$ cat src/rtl/seg7_scan_decoder.sv
// Multiplexed 7-segment bus monitor: captures each strobed digit once stable, decodes to BCD,
// and hands complete frames to a valid/ready consumer.
module seg7_slot (
    input  logic       clk,
    input  logic       rst_n,
    input  logic       cap_i,
    input  logic       clr_i,
    input  logic [3:0] nib_i,
    input  logic       err_i,
    output logic [3:0] nib_o,
    output logic       err_o,
    output logic       mask_o
);
    logic [3:0] nib_q;
    logic       err_q;
    logic       mask_q;

    // Capture and frame-clear never coincide: a slot is always HELD the edge after capturing.
    always_ff @(posedge clk or negedge rst_n) begin
        if (!rst_n) begin
            nib_q  <= '0;
            err_q  <= 1'b0;
            mask_q <= 1'b0;
        end else if (cap_i) begin
            nib_q  <= nib_i;
            err_q  <= err_i;
            mask_q <= 1'b1;
        end else if (clr_i) begin
            mask_q <= 1'b0;
        end
    end

    assign nib_o  = nib_q;
    assign err_o  = err_q;
    assign mask_o = mask_q;
endmodule

module seg7_scan_decoder #(
    parameter int NDIG       = 4,
    parameter int STABLE_CYC = 4,
    parameter int CNT_W      = 8
) (
    input  logic                clk,
    input  logic                rst_n,
    input  logic [6:0]          seg_i,
    input  logic [NDIG-1:0]     an_i,
    output logic [4*NDIG-1:0]   digits_o,
    output logic [NDIG-1:0]     dig_err_o,
    output logic                out_valid_o,
    input  logic                out_ready_i,
    output logic                overrun_o
);
    typedef enum logic [1:0] {S_WAIT, S_SETTLE, S_HELD} state_t;

    state_t            state_q;
    logic [CNT_W-1:0]  cnt_q;
    logic [6:0]        seg_q, segp_q;
    logic [NDIG-1:0]   an_q, anp_q;

    logic                   samp_oh, samp_same, cap_en, frame_done;
    logic [3:0]             dec_nib;
    logic                   dec_err;
    logic [NDIG-1:0][3:0]   stg_nib;
    logic [NDIG-1:0]        stg_err, mask;

    logic [4*NDIG-1:0]  digits_q, digits_d;
    logic [NDIG-1:0]    dig_err_q, dig_err_d;
    logic               valid_q, valid_d;
    logic               overrun_q, overrun_d;

    assign samp_oh   = (an_q != '0) && ((an_q & (an_q - 1'b1)) == '0);
    assign samp_same = (seg_q == segp_q) && (an_q == anp_q);
    // cnt_q counts repeats after the first sample, so the STABLE_CYC-th identical sample
    // arrives while cnt_q == STABLE_CYC-2.
    assign cap_en    = (state_q == S_SETTLE) && samp_oh && samp_same &&
                       (cnt_q == CNT_W'(STABLE_CYC - 2));
    assign frame_done = &mask;

    always_comb begin
        dec_err = 1'b0;
        case (seg_q)
            7'b1111110: dec_nib = 4'd0;
            7'b0110000: dec_nib = 4'd1;
            7'b1101101: dec_nib = 4'd2;
            7'b1111001: dec_nib = 4'd3;
            7'b0110011: dec_nib = 4'd4;
            7'b1011011: dec_nib = 4'd5;
            7'b1011111: dec_nib = 4'd6;
            7'b1110000: dec_nib = 4'd7;
            7'b1111111: dec_nib = 4'd8;
            7'b1111011: dec_nib = 4'd9;
            default: begin
                dec_nib = 4'hF;
                dec_err = 1'b1;
            end
        endcase
    end

    // Input registers, previous-sample history and dwell FSM.
    always_ff @(posedge clk or negedge rst_n) begin
        if (!rst_n) begin
            seg_q   <= '0;
            an_q    <= '0;
            segp_q  <= '0;
            anp_q   <= '0;
            state_q <= S_WAIT;
            cnt_q   <= '0;
        end else begin
            seg_q  <= seg_i;
            an_q   <= an_i;
            segp_q <= seg_q;
            anp_q  <= an_q;
            if (!samp_oh) begin
                state_q <= S_WAIT;
                cnt_q   <= '0;
            end else if (state_q == S_WAIT || !samp_same) begin
                state_q <= S_SETTLE;
                cnt_q   <= '0;
            end else if (state_q == S_SETTLE) begin
                if (cap_en) begin
                    state_q <= S_HELD;
                    cnt_q   <= '0;
                end else begin
                    cnt_q   <= cnt_q + 1'b1;
                end
            end
        end
    end

    for (genvar i = 0; i < NDIG; i++) begin : g_slot
        seg7_slot u_slot (
            .clk    (clk),
            .rst_n  (rst_n),
            .cap_i  (cap_en && an_q[i]),
            .clr_i  (frame_done),
            .nib_i  (dec_nib),
            .err_i  (dec_err),
            .nib_o  (stg_nib[i]),
            .err_o  (stg_err[i]),
            .mask_o (mask[i])
        );
    end

    always_comb begin
        digits_d  = digits_q;
        dig_err_d = dig_err_q;
        valid_d   = valid_q;
        overrun_d = overrun_q;
        if (frame_done) begin
            if (!valid_q || out_ready_i) begin
                digits_d  = stg_nib;
                dig_err_d = stg_err;
                valid_d   = 1'b1;
            end else begin
                overrun_d = 1'b1;
            end
        end else if (valid_q && out_ready_i) begin
            valid_d = 1'b0;
        end
    end

    always_ff @(posedge clk or negedge rst_n) begin
        if (!rst_n) begin
            digits_q  <= '0;
            dig_err_q <= '0;
            valid_q   <= 1'b0;
            overrun_q <= 1'b0;
        end else begin
            digits_q  <= digits_d;
            dig_err_q <= dig_err_d;
            valid_q   <= valid_d;
            overrun_q <= overrun_d;
        end
    end

    assign digits_o    = digits_q;
    assign dig_err_o   = dig_err_q;
    assign out_valid_o = valid_q;
    assign overrun_o   = overrun_q;
endmodule

$ cat config.mk
export PLATFORM = sky130hd
export DESIGN_NAME = seg7_scan_decoder
export DESIGN_NICKNAME = d
export VERILOG_FILES = /design/src/rtl/seg7_scan_decoder.sv
export SDC_FILE = /design/constraint.sdc
export NUM_CORES = 1
export LEC_CHECK = 0
export CAP_MARGIN = 0
export CORE_MARGIN = 3
export CORE_UTILIZATION = 51
export CTS_BUF_LIST = sky130_fd_sc_hd__clkbuf_2
export DETAILED_ROUTE_END_ITERATION = 6
export MAX_ROUTING_LAYER = met4
export PLACE_DENSITY = 0.77
export SLEW_MARGIN = 15
export SYNTH_ARGS = -nofsm -noshare
export SYNTH_HDL_FRONTEND = slang
export SYNTH_SLANG_ARGS = --single-unit
$ cat constraint.sdc
create_clock -name clk -period 2.65 [get_ports clk]
set_input_delay 0.53 -clock clk [delete_from_list [all_inputs] [get_ports clk]]
set_output_delay 0.53 -clock clk [all_outputs]
set_load 0.01 [all_outputs]
; ---- Word level (Yosys, flattened, before mapping)
; Index checks and enable logic that the tools add are counted.
[op_classes]
addsub = 2
mul = 0
n_div = 0
order_cmp = 0
n_eq_ne = 17
n_shift = 0
muxes = 18
bitwise_logic = 2
n_reduce_logical = 28
[ops]
columns = cell, n
row1 = $eq 7x7->1 const B, 8
row2 = $pmux 4 s10, 1
row3 = $mux 8, 4
row4 = $eq 7x6->1 const B, 2
row5 = $logic_and 1x1->1, 10
row6 = $reduce_and 5->1, 2
row7 = $reduce_bool 2->1, 5
row8 = $reduce_or 10->1, 1
row9 = $mux 1, 9
row10 = $add 8x1->8 const B, 1
row11 = $eq 8x2->1 const B, 1
row12 = $mux 2, 4
row13 = $eq 7x7->1, 1
row14 = $ne 3x1->1 const B, 2
row15 = $and 4x4->4, 1
row16 = $eq 4x4->1, 1
row17 = $logic_not 4->1, 1
row18 = $reduce_and 2->1, 2
row19 = $reduce_and 4->1, 1
row20 = $reduce_bool 4->1, 1
row21 = $sub 4x1->4 const B, 1
row22 = $eq 2x1->1 const B, 1
row23 = $logic_not 1->1, 2
row24 = $logic_not 2->1, 1
row25 = 3 further kinds, 4
[word_totals]
ff_bits = 78
latch_bits = 0
mem_bits_rw = 0
rom_bits = 0
in_bits = 14
n_memories = 0

; ---- Depth between registers and ports, before layout
; Gate-level depths: netlist of the first run.
[depth]
ltp_word = 11
depth_mapped = 7
ltp_nobuf = 7

; ---- By module
; A second synthesis of the first run with hierarchy kept.
[unflattened]
cells_unflattened = 244
area_unflattened_um2 = 3314.4
[by_module_without_submodules]
columns = module, instances, cells_per_inst, area_per_inst_um2
row1 = seg7_scan_decoder, 1, 188, 2318.5
row2 = seg7_slot, 4, 14, 249.0

; ---- Worst setup path after synthesis of the first run
; No wires, ideal clock.
[synth_path]
path_type = flip-flop to flip-flop
from = reg cnt_q[0]
to = reg g_slot[1].u_slot.err_q
setup_time_ps = 125
arrival_time_ps = 1833
required_time_ps = 2525
path_slack_ps = 692
stages_incl_launch_ff = 8
path_buffers = 0
synth_period_minus_slack_ps = 1958
cell_sequence = dfrtp_1 > inv_1 > ha_1 > nor4b_2 > nand2_1 > nor3b_4 > nand4_2 > mux2_2
[synth_via]
elab_chain_len = 3
[synth_lines]
columns = element, line
row1 = from (decl), 56  ; logic [CNT_W-1:0] cnt_q;
row2 = from (signal assigned), 124  ; cnt_q <= cnt_q + 1'b1;
row3 = $eq 8x2->1, 76  ; (cnt_q == CNT_W'(STABLE_CYC - 2));
row4 = $logic_and 1x1->1, 75  ; assign cap_en = (state_q == S_SETTLE) && samp_oh && samp_same &&
row5 = $logic_and 1x1->1, 134  ; .cap_i (cap_en && an_q[i]),
row6 = to (signal assigned), 26  ; err_q <= err_i;
row7 = to (decl), 15  ; logic err_q;
; Every way passes these cells.
; A chain may end at the register's enable or synchronous reset.

; ---- Final worst setup path of the first run
[layout_path]
from = reg an_q[0]
to = reg g_slot[3].u_slot.nib_q[0]
[layout_via]
elab_chain_len = 8
word_cells_on_any_way = 11
classes_between = add/sub (1) / eq/ne (1) / bitwise (1) / reduce/logical (8)
[layout_lines]
columns = element, line
row1 = from (decl), 58  ; logic [NDIG-1:0] an_q, anp_q;
row2 = from (signal assigned), 110  ; an_q <= an_i;
row3 = $sub 4x1->4, 71  ; assign samp_oh = (an_q != '0) && ((an_q & (an_q - 1'b1)) == '0);
row4 = $and 4x4->4, 71
row5 = $logic_not 4->1, 71
row6 = $logic_and 1x1->1, 71
row7 = $logic_and 1x1->1, 75
row8 = $logic_and 1x1->1 (*) (2 in series), 75
row9 = $logic_and 1x1->1 (*), 134
row10 = to (signal assigned), 25  ; nib_q <= nib_i;
row11 = to (decl), 14  ; logic [3:0] nib_q;
; Mark *: on every way between the ends. The rest lies on a longest branch, timed or not.

==> results of run 1 <==
==> through the flow <==
stage               total power [W]  cells  setup WS [ns]  area [um2]  util [%]
finish                     0.001942    362         0.3921        3821     62.68
global placement           0.001357    346         0.4502        3707     60.82
global route               0.002030    362         0.2007        3821     62.68
floorplan                  0.001306    240         0.6922        3287         -
detailed placement         0.001359    346         0.4038        3707     60.82
CTS                        0.001977    362         0.3731        3821     62.68
==> per-layer routing <==
| layer | share of wire [%] | vias up | global-route usage (%) |
|---|---|---|---|
| met4 | 1.1 | 0 | 5.382 |
| met1 | 45 | 997 | 22.77 |
| li1 | - | 962 | - |
| met5 | 0 | - | - |
| met3 | 4.5 | 6 | 5.608 |
| met2 | 49 | 42 | 27.19 |
==> power by group through the flow <==
stage | registers [W] | clock network (W) | logic, W
after CTS | 0.00124 | 0.000637 | 0.000105
after global placement | 0.00126 | 0 | 0.000101
after detailed placement | 0.00126 | 0 | 0.000103
after floorplan | 0.00125 | 0 | 0.0000588
after global routing | 0.00124 | 0.000675 | 0.000115
final | 0.00124 | 0.000605 | 0.000102
==> final cells by class <==
cell class | count | share of cell area [%]
repair buffers | 40 | 10.15
inverters | 3 | 0.2947
well taps | 75 | 2.456
clock buffers | 11 | 1.441
multi-input cells | 151 | 33.30
flip-flops and latches | 78 | 51.08
clock inverters | 4 | 1.277
==> worst paths after layout <==
| check | start | endpoint | slack (ns) | cells after the start |
|---|---|---|---|---|
| setup / recovery | an_q[0] | g_slot[3].u_slot.nib_o[0] | 0.39 | 4 |
| hold / removal | seg_i[5] | seg_q[5] | 0.45 | 1 |
| setup reg to reg | an_q[0] | g_slot[3].u_slot.nib_o[0] | 0.39 | 4 |
| hold reg to reg | overrun_o | overrun_o | 0.51 | 1 |
| max in group asynchronous | rst_n | g_slot[3].u_slot.nib_o[0] | 1.48 | 3 |
| min in group asynchronous | rst_n | cnt_q[2] | 0.50 | 2 |
==> worst reg2reg max path, cell delays in order, from the launching register on <==
cell,delay [ns]
dfrtp_1,0.50
or4_4,0.59
nand2_1,0.42
nand4_2,0.31
mux2_2,0.34
==> synth_stat cells (2+ instances only) <==
cell type | number | area [um2]
buf_6 | 2 | 22.52
mux2_2 | 40 | 450.4
o31ai_1 | 2 | 15.01
o211ai_1 | 2 | 15.01
nand4_2 | 2 | 25.02
nor2_1 | 3 | 11.26
inv_1 | 3 | 11.26
nand4_1 | 10 | 62.56
o21bai_1 | 2 | 15.01
a21oi_1 | 7 | 35.03
nand4_4 | 2 | 42.54
nand4b_1 | 2 | 17.52
buf_1 | 2 | 7.510
nand2_1 | 16 | 60.06
or3_1 | 5 | 31.28
xnor2_1 | 8 | 70.07
nor2b_1 | 4 | 25.02
nand2b_1 | 2 | 12.51
xnor2_2 | 2 | 32.53
nand3b_1 | 2 | 15.01
a31oi_1 | 2 | 12.51
nand3_1 | 6 | 30.03
ha_1 | 2 | 25.02
o21ai_0 | 9 | 45.04
and2_1 | 3 | 18.77
xor2_1 | 2 | 17.52
dfrtp_1 | 78 | 1952
==> registers in the layout (all words and copies together), names as in the netlist <==
name and flops:
segp_q 7, digits_o 16, dig_err_o 4, overrun_o 1, an_q 4, state_q 2, out_valid_o 1, cnt_q 8
g_slot.u_slot.err_o 4, g_slot.u_slot.nib_o 16, anp_q 4, seg_q 7, g_slot.u_slot.mask_o 4
==> cells by family after synthesis <==
family | share of synthesized area [%]
buffers and inverters | 1.903
multiplexers | 13.70
flip-flops | 59.38
AND/OR/NAND/NOR | 14.46
adder cells (fa/ha/maj) | 0.7612
AO/OA/AOI/OAI | 6.128
XOR/XNOR | 3.655
==> placed cells by master (no fill, tap or decap), types with 3 or more instances in the layout <==
master,n
nand3_1,6
nand2_1,16
nor2_1,3
nand4_1,10
or3_1,5
xnor2_1,8
clkdlybuf4s50_1,34
buf_4,5
inv_1,3
dfrtp_1,78
nor2b_1,4
clkbuf_2,11
mux2_2,40
o21ai_0,9
a21oi_1,7
and2_1,3
==> timing repair <==
action | CTS | global route
resized for setup | 0 | 0
hold buffers | 1 | 0
setup endpoints to repair | 0 | 0
hold endpoints to repair | 40 | 0
==> impl_metrics.tcl, run 1 <==
set metrics [dict create \
    status "completed" \
    grt_max_degree 43 \
    areaGrowthSynthToFinish_pct 16.25 \
    antenna_found_initial 0 \
    synth-seq-cells 78 \
    async_flop_share_pct 100.0 \
    cts_setup_buffers 0 \
    seq_area_mm2 0.001952 \
    synth-edff-count 0 \
    holdWs_ns 0.4460 \
    drtIter0Drc 97 \
    fillCellCount 472 \
    avgRoutedWirePerCell_um 15.64 \
    path_buf_inv 0 \
    place_congestion 0.8091 \
    crit_fanout 12 \
    dieWidth_um 86.28 \
    tns_ns 0 \
    worst_slew_pin_slew_ns 0.6189 \
    syn_area_mm2 0.003287 \
    placement.io_buffers 35 \
    drc 0 \
    design.core.area_mm2 0.006096 \
    path_cells "or4_4 > nand2_1 > nand4_2 > mux2_2" \
    min_path_type "input port to register" \
    grt_pass1_vias 2032 \
    maxCapViolCount 0 \
    multi_input_area_mm2 0.001272 \
    synthFlopType "dfrtp_1" \
    synthCells 240 \
    dieArea_mm2 0.007444 \
    vdd_drop_max_mv 0.3613 \
    pin_count 36 \
    place_hpwl_um 3877 \
    max-slew-margin-rel_pct 58.49 \
    syn_area_per_cell_um2 13.70 \
    cts_sinks 78 \
    crit_required_ns 3.04 \
    synth_seq_area_share_pct 59.38 \
    cp.arrival_ns 2.65 \
    dieHeight_um 86.28 \
    p_switching_w 0.0004668 \
    hold_viol 0 \
    ant_nets 0 \
    nets 299 \
    leakagePower_nw 1.763 \
    dr.pass1.iters 4 \
    clkTransAtPathRegs_ns 0.19 \
    vias 2007 \
    fmax_ghz 0.4429 \
    clock-root-buffer "clkbuf_2" \
    crit_family "simple AND/OR/NAND/NOR gates" \
    numCtsBuffers 9 \
    num_rows 28 \
    fin_crit_ns 2.258 \
    start_util_pct 53.92 \
    yosysUniqueCellTypes 47 \
    syn-num-nets 256 \
    clk_latency_ns 0.51 \
    end_kind "register" \
    yosys_warnings 0 \
    power.share.sequential_pct 63.6 \
    tritoncts "done" \
    antenna_cells 0 \
    slew_viol_final 0 \
    worstSetupPathType "register to register" \
    cp_slowest_cell "or4_4" \
    rsz0062_at_grt "no" \
    grt_pass1_wl_um 9949 \
    clock_path_buffers 2 \
    switching_share_pct 24.03 \
    wirelength_um 5661 \
    viasPerCell 5.544 \
    pwr-share-clk_pct 31.1 \
    max_stage_delay_ns 0.59 \
    htree_levels 3 \
    clock_skew_ns 0.02792 \
    p_comb_share_pct 5.3 \
    overflow 0 \
    setup_violations 0 \
    drive_gt1_share_pct 25.44 \
    critPathLaunchType "register" \
    p_int_w 0.001475 \
    track_usage_pct 17.73 \
    powerDensity_mw_per_mm2 508.3 \
    post-route-period-util_pct 85.20 \
]
(Power assumes the default switching activity.)
==> run 2: changes to the inputs <==
CORE_UTILIZATION = 40   (was 51)
PLACE_DENSITY = 0.64   (was 0.77)
SKIP_LAST_GASP = 1   (was unset)
==> impl_metrics.tcl, run 2 (synthesis results as in run 1) <==
set metrics [dict create \
    post-route-period-util_pct 85.39 \
    maxCapViolCount 0 \
    ant_nets 0 \
    cp.arrival_ns 2.67 \
    path_cells "or4_4 > nand2_1 > nand4_2 > mux2_2" \
    crit_required_ns 3.05 \
    dieWidth_um 96.65 \
    grt_max_degree 51 \
    dieArea_mm2 0.009341 \
    cts_resized 0 \
    leakagePower_nw 1.755 \
    drive_gt1_share_pct 25.44 \
    design.core.area_mm2 0.007848 \
    numCtsBuffers 9 \
    clkTransAtPathRegs_ns 0.20 \
    tns_ns 0 \
    hold_viol 0 \
    dieHeight_um 96.65 \
    grt_pass1_vias 2003 \
    vdd_drop_max_mv 0.2765 \
    avgRoutedWirePerCell_um 15.41 \
    wirelength_um 5993 \
    critPathLaunchType "register" \
    clock_path_buffers 2 \
    antenna_cells 0 \
    powerDensity_mw_per_mm2 508.7 \
    end_kind "register" \
    worst_slew_pin_slew_ns 0.7297 \
    clk_latency_ns 0.51 \
    areaGrowthSynthToFinish_pct 17.70 \
    final_cell_mix "dfrtp_1 (78), mux2_2 (40), clkdlybuf4s50_1 (34), nand2_1 (16)" \
    dr.pass1.iters 4 \
    cts_sinks 78 \
    max_stage_delay_ns 0.59 \
    fmax_ghz 0.4419 \
    overflow 0 \
    vias 2024 \
    track_usage_pct 14.09 \
    start_util_pct 41.88 \
    place_hpwl_um 4200 \
    grt_pass1_wl_um 10160 \
    preCtsSetupSlack_ns 0.3991 \
    place_congestion 0.7492 \
    drtIter0Drc 70 \
    num_rows 32 \
    p_total_w 0.001968 \
    crit_fanout 12 \
    rsz0062_at_grt "no" \
    mostFrequentLayoutCell "dfrtp_1" \
    min_path_type "input port to register" \
    worst_slack_ns 0.3872 \
    fin_crit_ns 2.263 \
    crit_family "simple AND/OR/NAND/NOR gates" \
    status "completed" \
    antenna_found_initial 0 \
    cp_slowest_cell "or4_4" \
    drc 0 \
    setup_violations 0 \
    max-slew-margin-rel_pct 51.06 \
    tritoncts "done" \
    pin_count 36 \
    slew_viol_final 0 \
    path_buf_inv 0 \
    holdWs_ns 0.4320 \
    viasPerCell 5.203 \
    nets 298 \
    clock-root-buffer "clkbuf_2" \
    worstSetupPathType "register to register" \
    clock_skew_ns 0.02579 \
    htree_levels 3 \
    placement.io_buffers 35 \
]
==> run 2: cell count changes in the layout (fill, tap and decap cells not counted) <==
cell and delta:
buf_4 -2, clkbuf_2 -1, clkinvlp_4 +3, clkinv_4 -1
buf_12 +1
==> run 2: what timing repair did <==
item,in CTS,in global routing
hold buffers,1,0
hold endpoints to repair,49,0
buffers inserted,0,0
==> run 2: final cells by class <==
class / count / area [um2]
Clock buffer: 10 / 50.05
Clock inverter: 6 / 62.56
Fill cell: 736 / 3979
Inverter: 3 / 11.26
Multi-Input combinational cell: 151 / 1272
Sequential cell: 78 / 1952
Tap cell: 102 / 127.6
Timing Repair Buffer: 39 / 392.9
==> run 2: through the flow <==
stage	instance area (um2)	cells	util, %
final	3869	389	49.30
after global routing	3869	389	49.30
after CTS	3869	389	49.30
after detailed placement	3746	372	47.74
after global placement	3746	372	47.74
after floorplan	3287	240	-
==> run 2: worst paths after layout <==
| path | slack [ns] | cells past startpoint | endpoint | start |
|---|---|---|---|---|
| max | 0.39 | 4 | g_slot[3].u_slot.nib_o[0] | an_q[0] |
| min | 0.43 | 1 | seg_q[4] | seg_i[4] |
| max reg2reg | 0.39 | 4 | g_slot[3].u_slot.nib_o[0] | an_q[0] |
| min reg2reg | 0.50 | 2 | g_slot[1].u_slot.mask_o | g_slot[1].u_slot.mask_o |
| max in group asynchronous | 1.49 | 3 | g_slot[2].u_slot.nib_o[1] | rst_n |
| min in group asynchronous | 0.55 | 2 | cnt_q[3] | rst_n |
==> run 2: layer usage <==
| metal | part of all wire [%] | track usage, % | vias up | wire, um |
|---|---|---|---|---|
| li1 | - | - | 954 | - |
| met1 | 46 | 18.07 | 1023 | 2774 |
| met2 | 49 | 21.02 | 42 | 2924 |
| met3 | 3.9 | 4.542 | 5 | 234 |
| met4 | 1.0 | 5.184 | 0 | 60 |
| met5 | 0 | - | - | 0 |
==> run 2: power by group <==
part	internal, W	switching [W]	leakage (nW)
combinational	0.0000467	0.0000570	0.653
clock	0.000217	0.000411	0.0639
sequential	0.00121	0.0000261	1.04
total	0.00147	0.000494	1.75
==> run 3: changes to the inputs <==
CELL_PAD_IN_SITES_DETAIL_PLACEMENT = 0   (was unset)
CELL_PAD_IN_SITES_GLOBAL_PLACEMENT = 2   (was unset)
PLACE_DENSITY = 0.89   (was 0.64)
clock period = 2.6 ns   (was 2.65 ns; I/O delays follow)
==> impl_metrics.tcl, run 3 (synthesis results as in run 1) <==
set metrics [dict create \
    nets 299 \
    mostFrequentLayoutCell "dfrtp_1" \
    clkTransAtPathRegs_ns 0.21 \
    post-route-period-util_pct 87.72 \
    pin_count 36 \
    hold_viol 0 \
    numCtsBuffers 9 \
    fmax_ghz 0.4385 \
    topRoutingLayerUsed "met4" \
    cp.arrival_ns 2.68 \
    grt_pass1_wl_um 9963 \
    tns_ns 0 \
    placement.io_buffers 35 \
    end_kind "register" \
    antenna_found_initial 0 \
    avgRoutedWirePerCell_um 14.57 \
    viasPerCell 5.190 \
    vdd_drop_max_mv 0.2837 \
    drive_gt1_share_pct 25.00 \
    dieArea_mm2 0.009341 \
    clk_latency_ns 0.50 \
    areaGrowthSynthToFinish_pct 17.89 \
    reg2reg_from "an_q[0]" \
    design_area_mm2 0.003875 \
    drt-met1-wl_um 2648 \
    critPathCapture "g_slot[3].u_slot.nib_o[1]" \
    slew_viol_final 0 \
    start_util_pct 41.88 \
    wirelength_um 5682 \
    critPathLaunchType "register" \
    maxCapViolCount 0 \
    htree_levels 3 \
    wl_met3_um 211 \
    leakagePower_nw 1.760 \
    place_hpwl_um 3977 \
    grt_max_degree 79 \
    cts_resized 0 \
    rsz0062_at_grt "no" \
    tritoncts "done" \
    clock-root-buffer "clkbuf_2" \
    dieHeight_um 96.65 \
    status "completed" \
    final_cell_mix "dfrtp_1 (78), mux2_2 (40), clkdlybuf4s50_1 (34), nand2_1 (16)" \
    crit_required_ns 3.00 \
    drtIter0Drc 51 \
    min_path_type "input port to register" \
    r2r-end "g_slot[3].u_slot.nib_o[1]" \
    place_area_mm2 0.003754 \
    crit_fanout 12 \
    clock_skew_ns 0.02396 \
    r2r_slack_ns 0.32 \
    antenna_cells 0 \
    grt_pass1_vias 2029 \
    holdWs_ns 0.4316 \
    worstSetupPathType "register to register" \
    cp-startpoint "an_q[0]" \
    max-slew-margin-rel_pct 55.58 \
    track_usage_pct 13.67 \
    dr.pass1.iters 4 \
    ant_nets 0 \
    clock_path_buffers 2 \
    cts_setup_buffers 0 \
    rr_worst_depth 4 \
    fillCellCount 744 \
    dr_wl_met2_um 2751 \
    place_congestion 0.7584 \
    vias 2024 \
    worst_slew_pin_slew_ns 0.6622 \
    overflow 0 \
    setup_violations 0 \
    num_rows 32 \
    dieWidth_um 96.65 \
    cts_sinks 78 \
    fin_crit_ns 2.281 \
    design.core.area_mm2 0.007848 \
    hold_buffers 1 \
    powerDensity_mw_per_mm2 514.7 \
    drc 0 \
]
## run 3: cell count changes in the layout (fill, tap and decap cells not counted), sizes merged
cell and delta:
inv +1, buf +1, clkinvlp -1
## run 3: area by class of cell
class / count / area [um2] / share of cell area, %
flip-flops and latches: 78 / 1952 / 50.37
repair buffers: 40 / 400.4 / 10.33
well taps: 102 / 127.6 / 3.293
multi-input cells: 151 / 1272 / 32.84
clock buffers: 10 / 50.05 / 1.292
inverters: 3 / 11.26 / 0.2906
clock inverters: 6 / 61.31 / 1.582
## run 3: where the power goes
group / internal [W] / switching (W)
clock: 0.000223 / 0.000408
combinational: 0.0000477 / 0.0000571
sequential: 0.00123 / 0.0000257
total: 0.00150 / 0.000491
## run 3: per-stage QoR
step	setup WS, ns	total power (W)	std cells	utilization, %
after floorplan	0.6422	0.001331	240	-
after global placement	0.3647	0.001385	373	47.83
after detailed placement	0.3121	0.001388	373	47.83
after CTS	0.2998	0.002032	390	49.38
after global routing	0.1727	0.002108	390	49.38
final	0.3193	0.001995	390	49.38
## run 3: how the worst min path moves through the flow
stage / start / end / slack (ns) / depth (start not counted)
4_1_cts: an_i[3] / an_q[3] / 0.38 / 1
3_3_place_gp: g_slot[0].u_slot.mask_o / g_slot[0].u_slot.mask_o / 0.46 / 2
3_5_place_dp: overrun_o / overrun_o / 0.46 / 1
2_1_floorplan: rst_n / an_q[0] / 0.22 / 0
5_1_grt: seg_i[1] / seg_q[1] / 0.33 / 1
6_report: an_i[2] / an_q[2] / 0.43 / 1
## run 3: per-layer routing
layer / global-route usage [%] / up-vias
li1: - / 962
met1: 17.24 / 1018
met2: 20.86 / 37
met3: 4.758 / 7
met4: 4.212 / 0
met5: - / -
## run 3: critical path, stage by stage, from the launching register on
cell and delay (ns):
dfrtp_1 0.51, or4_4 0.59, nand2_1 0.43, nand4_2 0.32
mux2_2 0.34
